[config.mk]
export PLATFORM = sky130hd
export DESIGN_NAME = vga_sync_gen
export DESIGN_NICKNAME = d
export VERILOG_FILES = /design/src/rtl/vga_sync_gen.sv
export SDC_FILE = /design/constraint.sdc
export NUM_CORES = 1
export LEC_CHECK = 0
export BUFFER_PORTS_ARGS = -buffer_cell sky130_fd_sc_hd__buf_4
export CAP_MARGIN = 20
export CORE_MARGIN = 2
export CORE_UTILIZATION = 40
export DETAILED_ROUTE_END_ITERATION = 16
export PLACE_DENSITY = 0.61
export SETUP_SLACK_MARGIN = 0.1
export SYNTH_ARGS = -nofsm -noshare
export SYNTH_HDL_FRONTEND = slang
export SYNTH_SLANG_ARGS = --single-unit
[constraint.sdc]
create_clock -name clk -period 2 [get_ports clk]
set_input_delay 0.1 -clock clk [delete_from_list [all_inputs] [get_ports clk]]
set_output_delay 0.1 -clock clk [all_outputs]
set_load 0.01 [all_outputs]
[src/rtl/vga_sync_gen.sv]
// VGA raster timing generator with an internal pixel-rate clock divider.
// Every output is a register loaded from the current h/v counters, one clock behind them.
module vga_sync_gen #(
    parameter int H_ACTIVE = 640,
    parameter int H_FP     = 16,
    parameter int H_SYNC   = 96,
    parameter int H_BP     = 48,
    parameter int V_ACTIVE = 480,
    parameter int V_FP     = 10,
    parameter int V_SYNC   = 2,
    parameter int V_BP     = 33,
    parameter int CLK_DIV  = 4,
    parameter int SYNC_POL = 0
) (
    input  logic       clk,
    input  logic       reset_n,
    output logic       hsync,
    output logic       vsync,
    output logic       dValid,
    output logic [9:0] xCor,
    output logic [9:0] yCor,
    output logic       pixTick,
    output logic       frameStart
);

    localparam int H_TOTAL  = H_ACTIVE + H_FP + H_SYNC + H_BP;
    localparam int V_TOTAL  = V_ACTIVE + V_FP + V_SYNC + V_BP;
    localparam int HS_FIRST = H_ACTIVE + H_FP;
    localparam int HS_LAST  = H_ACTIVE + H_FP + H_SYNC - 1;
    localparam int VS_FIRST = V_ACTIVE + V_FP;
    localparam int VS_LAST  = V_ACTIVE + V_FP + V_SYNC - 1;
    // A divide-by-one build still needs a 1-bit divider that simply stays at 0.
    localparam int DIV_W    = (CLK_DIV > 1) ? $clog2(CLK_DIV) : 1;
    localparam logic SYNC_ACT = (SYNC_POL != 0);

    logic [DIV_W-1:0] div;
    logic [9:0]       h_count;
    logic [9:0]       v_count;
    logic             div_last;
    logic             active;
    logic             hs;
    logic             vs;

    assign div_last = (div == DIV_W'(CLK_DIV - 1));

    always_comb begin
        active = (h_count < 10'(H_ACTIVE)) && (v_count < 10'(V_ACTIVE));
        hs     = (h_count >= 10'(HS_FIRST)) && (h_count <= 10'(HS_LAST));
        vs     = (v_count >= 10'(VS_FIRST)) && (v_count <= 10'(VS_LAST));
    end

    always_ff @(posedge clk or negedge reset_n) begin
        if (!reset_n) begin
            div     <= '0;
            h_count <= '0;
            v_count <= '0;
        end else if (div_last) begin
            div <= '0;
            if (h_count == 10'(H_TOTAL - 1)) begin
                h_count <= '0;
                if (v_count == 10'(V_TOTAL - 1))
                    v_count <= '0;
                else
                    v_count <= v_count + 10'd1;
            end else begin
                h_count <= h_count + 10'd1;
            end
        end else begin
            div <= div + 1'b1;
        end
    end

    always_ff @(posedge clk or negedge reset_n) begin
        if (!reset_n) begin
            dValid     <= 1'b0;
            xCor       <= '0;
            yCor       <= '0;
            hsync      <= ~SYNC_ACT;
            vsync      <= ~SYNC_ACT;
            pixTick    <= 1'b0;
            frameStart <= 1'b0;
        end else begin
            dValid     <= active;
            xCor       <= active ? h_count : '0;
            yCor       <= active ? v_count : '0;
            hsync      <= hs ? SYNC_ACT : ~SYNC_ACT;
            vsync      <= vs ? SYNC_ACT : ~SYNC_ACT;
            pixTick    <= (div == '0);
            frameStart <= (div == '0) && (h_count == '0) && (v_count == '0);
        end
    end

endmodule

==> impl_metrics.json <==
{
  "coreArea_um2": 5040,
  "cts_setup_buffers": 0,
  "cts_tree": "built",
  "drive_gt1_frac": 0.262,
  "grt_max_degree": 48,
  "synthesis.nets": 182,
  "area_growth_pct": 20.9,
  "clk_latency_ns": 0.30,
  "async_flop_share": 1.00,
  "synth_area_leader_cell": "dfrtp_1",
  "synth_edf_count": 0,
  "setup-violations-final": 0,
  "synth-seq-area-share": 0.574,
  "ys_ff_latch": 47,
  "muxShareOfSynthArea": 0.00974,
  "vias_per_cell": 4.74,
  "start_util": 0.407,
  "die_area_um2": 5730,
  "peakVddDrop_mv": 0.249,
  "run_status": "finished clean",
  "hold_viol": 0,
  "yosys.area_share.simple": 0.242,
  "drtIter0Drc": 55,
  "fp.dieW_um": 75.7,
  "p_total_mw": 1.78,
  "root_buffer": "clkbuf_8",
  "fin_setup_tns_ns": 0,
  "path_cells": "ha_1 > and3_4 > nand4_4 > or4_4 > xnor2_2",
  "grt_pass1_vias": 1176,
  "antennaDiodeCount": 0,
  "synth_cell_types": 43,
  "synth_top_family_by_area": "simple AND/OR/NAND/NOR gates",
  "yosys.area_share.xor_xnor": 0.0463,
  "wl_um": 3550,
  "detail-route-antenna-nets": 0,
  "worst_clock_skew_ns": 0.00614,
  "netlist_area_um2": 2050,
  "powerDensity_nw_per_um2": 716,
  "nNetsFinal": 217,
  "crit_path_max_incr_delay_ns": 0.52,
  "grt_antenna_before_repair": 0,
  "synth_cells": 174,
  "regToRegSetupSlack_ns": 0.21,
  "synthAdderAreaFrac": 0.0365,
  "worstPathMaxFanout": 9,
  "cp-start-kind": "flip-flop",
  "cp.arrival_ns": 1.97,
  "tightest_slew_ns": 0.580,
  "timing.final.crit_period_ns": 1.79,
  "max_cap_violations": 0,
  "track_usage": 0.140,
  "vias": 1328,
  "reg2reg_to": "v_count[5]$_DFFE_PN0P_",
  "synth_area_leaders": "dfrtp_1 (55%), and2_1 (5.5%), ha_1 (3.7%)",
  "relSlewSlack": 0.613,
  "required_ns": 2.18,
  "place_congestion": 0.764,
  "synthFlopType": "dfrtp_1",
  "crit_type": "reg2reg",
  "cts_max_level": 2,
  "dieHeight_um": 75.7,
  "timing.rr.start": "h_count[0]$_DFFE_PN0P_",
  "rsz0062_at_grt": "false",
  "min_period_over_period": 0.894,
  "grt_first_pass_wirelength_um": 5900,
  "fmax_ghz": 0.559,
  "cp-end-kind": "flip-flop",
  "clkSinkCount": 47,
  "synth_top_area_share": 0.548,
  "drc": 0,
  "port_buffers": 26,
  "n_fill_cell": 461,
  "crit_slowest_cell": "or4_4",
  "synth-compound-area-share": 0.0469,
  "dp_hpwl_um": 2510,
  "cts_made_buffers": 5,
  "p_leak_nw": 1.20,
  "routedWlPerCell_um": 12.7,
  "gr-total-overflow": 0,
  "ios": 27,
  "slew_viol_final": 0,
  "drt_pass1_iterations": 4,
  "rows": 26,
  "synth_warnings": 0,
  "hold_path_class": "in2async",
  "clockBufferDepth": 2,
  "avgSynthCellArea_um2": 11.8,
  "ff2ff_path_depth": 5,
  "clk_pin_slew_ns": 0.08
}
==> critical path, delay by kind of cell (launching register included) <==
kind	cells	cell delay, ns
xor gates and xnor gates	1	0.14
adders and majority gates	1	0.22
DFF	1	0.41
and+or+nand+nor	3	0.89
==> layout by cell type (no fill, tap or decap), types with 2 or more instances in the layout <==
cell and n:
or3_1 2, xor2_1 5, clkbuf_8 5, dfstp_2 2, a31oi_1 3, buf_4 34
and2_1 18, inv_1 8, nor3_1 4, nand2_1 12, nor2_1 6, nor4_1 4
nand3_1 12, xnor2_1 4, bufinv_16 2, mux2i_1 2, a21oi_1 2, o21ai_0 7
and3_1 3, ha_1 5, dfrtp_1 45, nand4_1 2
==> routing by layer <==
layer / vias to the layer above / share of wire / track usage
met3: 5 / 0.036 / 0.0397
met4: 0 / 0.020 / 0.0585
met2: 29 / 0.46 / 0.205
li1: 660 / - / -
met1: 634 / 0.49 / 0.196
met5: - / 0 / 0
==> flip-flops by register name, summed over array words and instances (netlist names), 2 cells and up <==
register	flops
h_count	10
v_count	10
xCor	10
yCor	10
div	2
==> metrics by stage <==
stage               hold slack [ns]   util  worst slack (ns)  instances  cell area [um^2]
finish                        0.338  0.493             0.212        280              2480
global route                  0.393  0.493             0.108        280              2480
CTS                           0.363  0.492             0.193        280              2480
detailed placement            0.148  0.464             0.210        271              2340
global placement              0.137  0.464             0.224        271              2340
floorplan                    -0.196      -             0.322        174              2050
==> worst max-delay path by stage <==
stage,start,endpoint,slack (ns),cells past startpoint
2_1_floorplan,div[0]$_DFF_PN0_,v_count[7]$_DFFE_PN0P_,0.32,6
3_3_place_gp,h_count[0]$_DFFE_PN0P_,v_count[5]$_DFFE_PN0P_,0.22,5
3_5_place_dp,h_count[0]$_DFFE_PN0P_,v_count[5]$_DFFE_PN0P_,0.21,5
4_1_cts,h_count[0]$_DFFE_PN0P_,v_count[5]$_DFFE_PN0P_,0.19,5
5_1_grt,h_count[0]$_DFFE_PN0P_,v_count[2]$_DFFE_PN0P_,0.11,6
6_report,h_count[0]$_DFFE_PN0P_,v_count[5]$_DFFE_PN0P_,0.21,5
==> power by group <==
group	internal, mW	leakage (nW)	total (mW)	switching [mW]
Combinational	0.00380	0.522	0.0223	0.0185
Clock	0.499	0.0654	0.805	0.305
Sequential	0.950	0.613	0.951	0.000213
==> cells in the mapped netlist (2+ instances only) <==
master / n
xor2_1: 5
ha_1: 6
dfrtp_1: 45
xnor2_1: 4
nand2_1: 12
inv_1: 8
and2_1: 18
nand4_1: 2
clkbuf_1: 2
nor3_1: 4
nor4_1: 4
dfstp_2: 2
and3_1: 3
o21ai_0: 7
a31oi_1: 3
or3_1: 2
buf_6: 2
a21oi_1: 2
mux2i_1: 2
nor2_1: 6
buf_4: 2
nand3_1: 12
==> kinds of logic (layout without fill, tap and decap cells) <==
kind of cell,Yosys count,count (layout)
xor gates and xnor gates,10,10
adders and majority gates,6,6
buffers and inverters,15,51
other,1,1
muxes,2,2
and+or+nand+nor,77,77
AOI/OAI and AO/OA,16,16
DFF,47,47
==> what timing repair did <==
item | CTS | global route
hold buffers | 1 | 0
hold endpoints to repair | 45 | 0
endpoints found under the setup margin | 0 | 1
gates resized for setup | 0 | 1
==> layout make-up <==
cell class | instances | area [um^2] | area share
sequential | 47 | 1180 | 0.475
multi-input combinational | 112 | 790 | 0.318
timing repair buffer | 35 | 265 | 0.107
tap | 70 | 87.6 | 0.0353
clock buffer | 6 | 72.6 | 0.0292
clock inverter | 2 | 60.1 | 0.0242
inverter | 8 | 30.0 | 0.0121
Note: power is estimated with default switching activity, not from simulation.
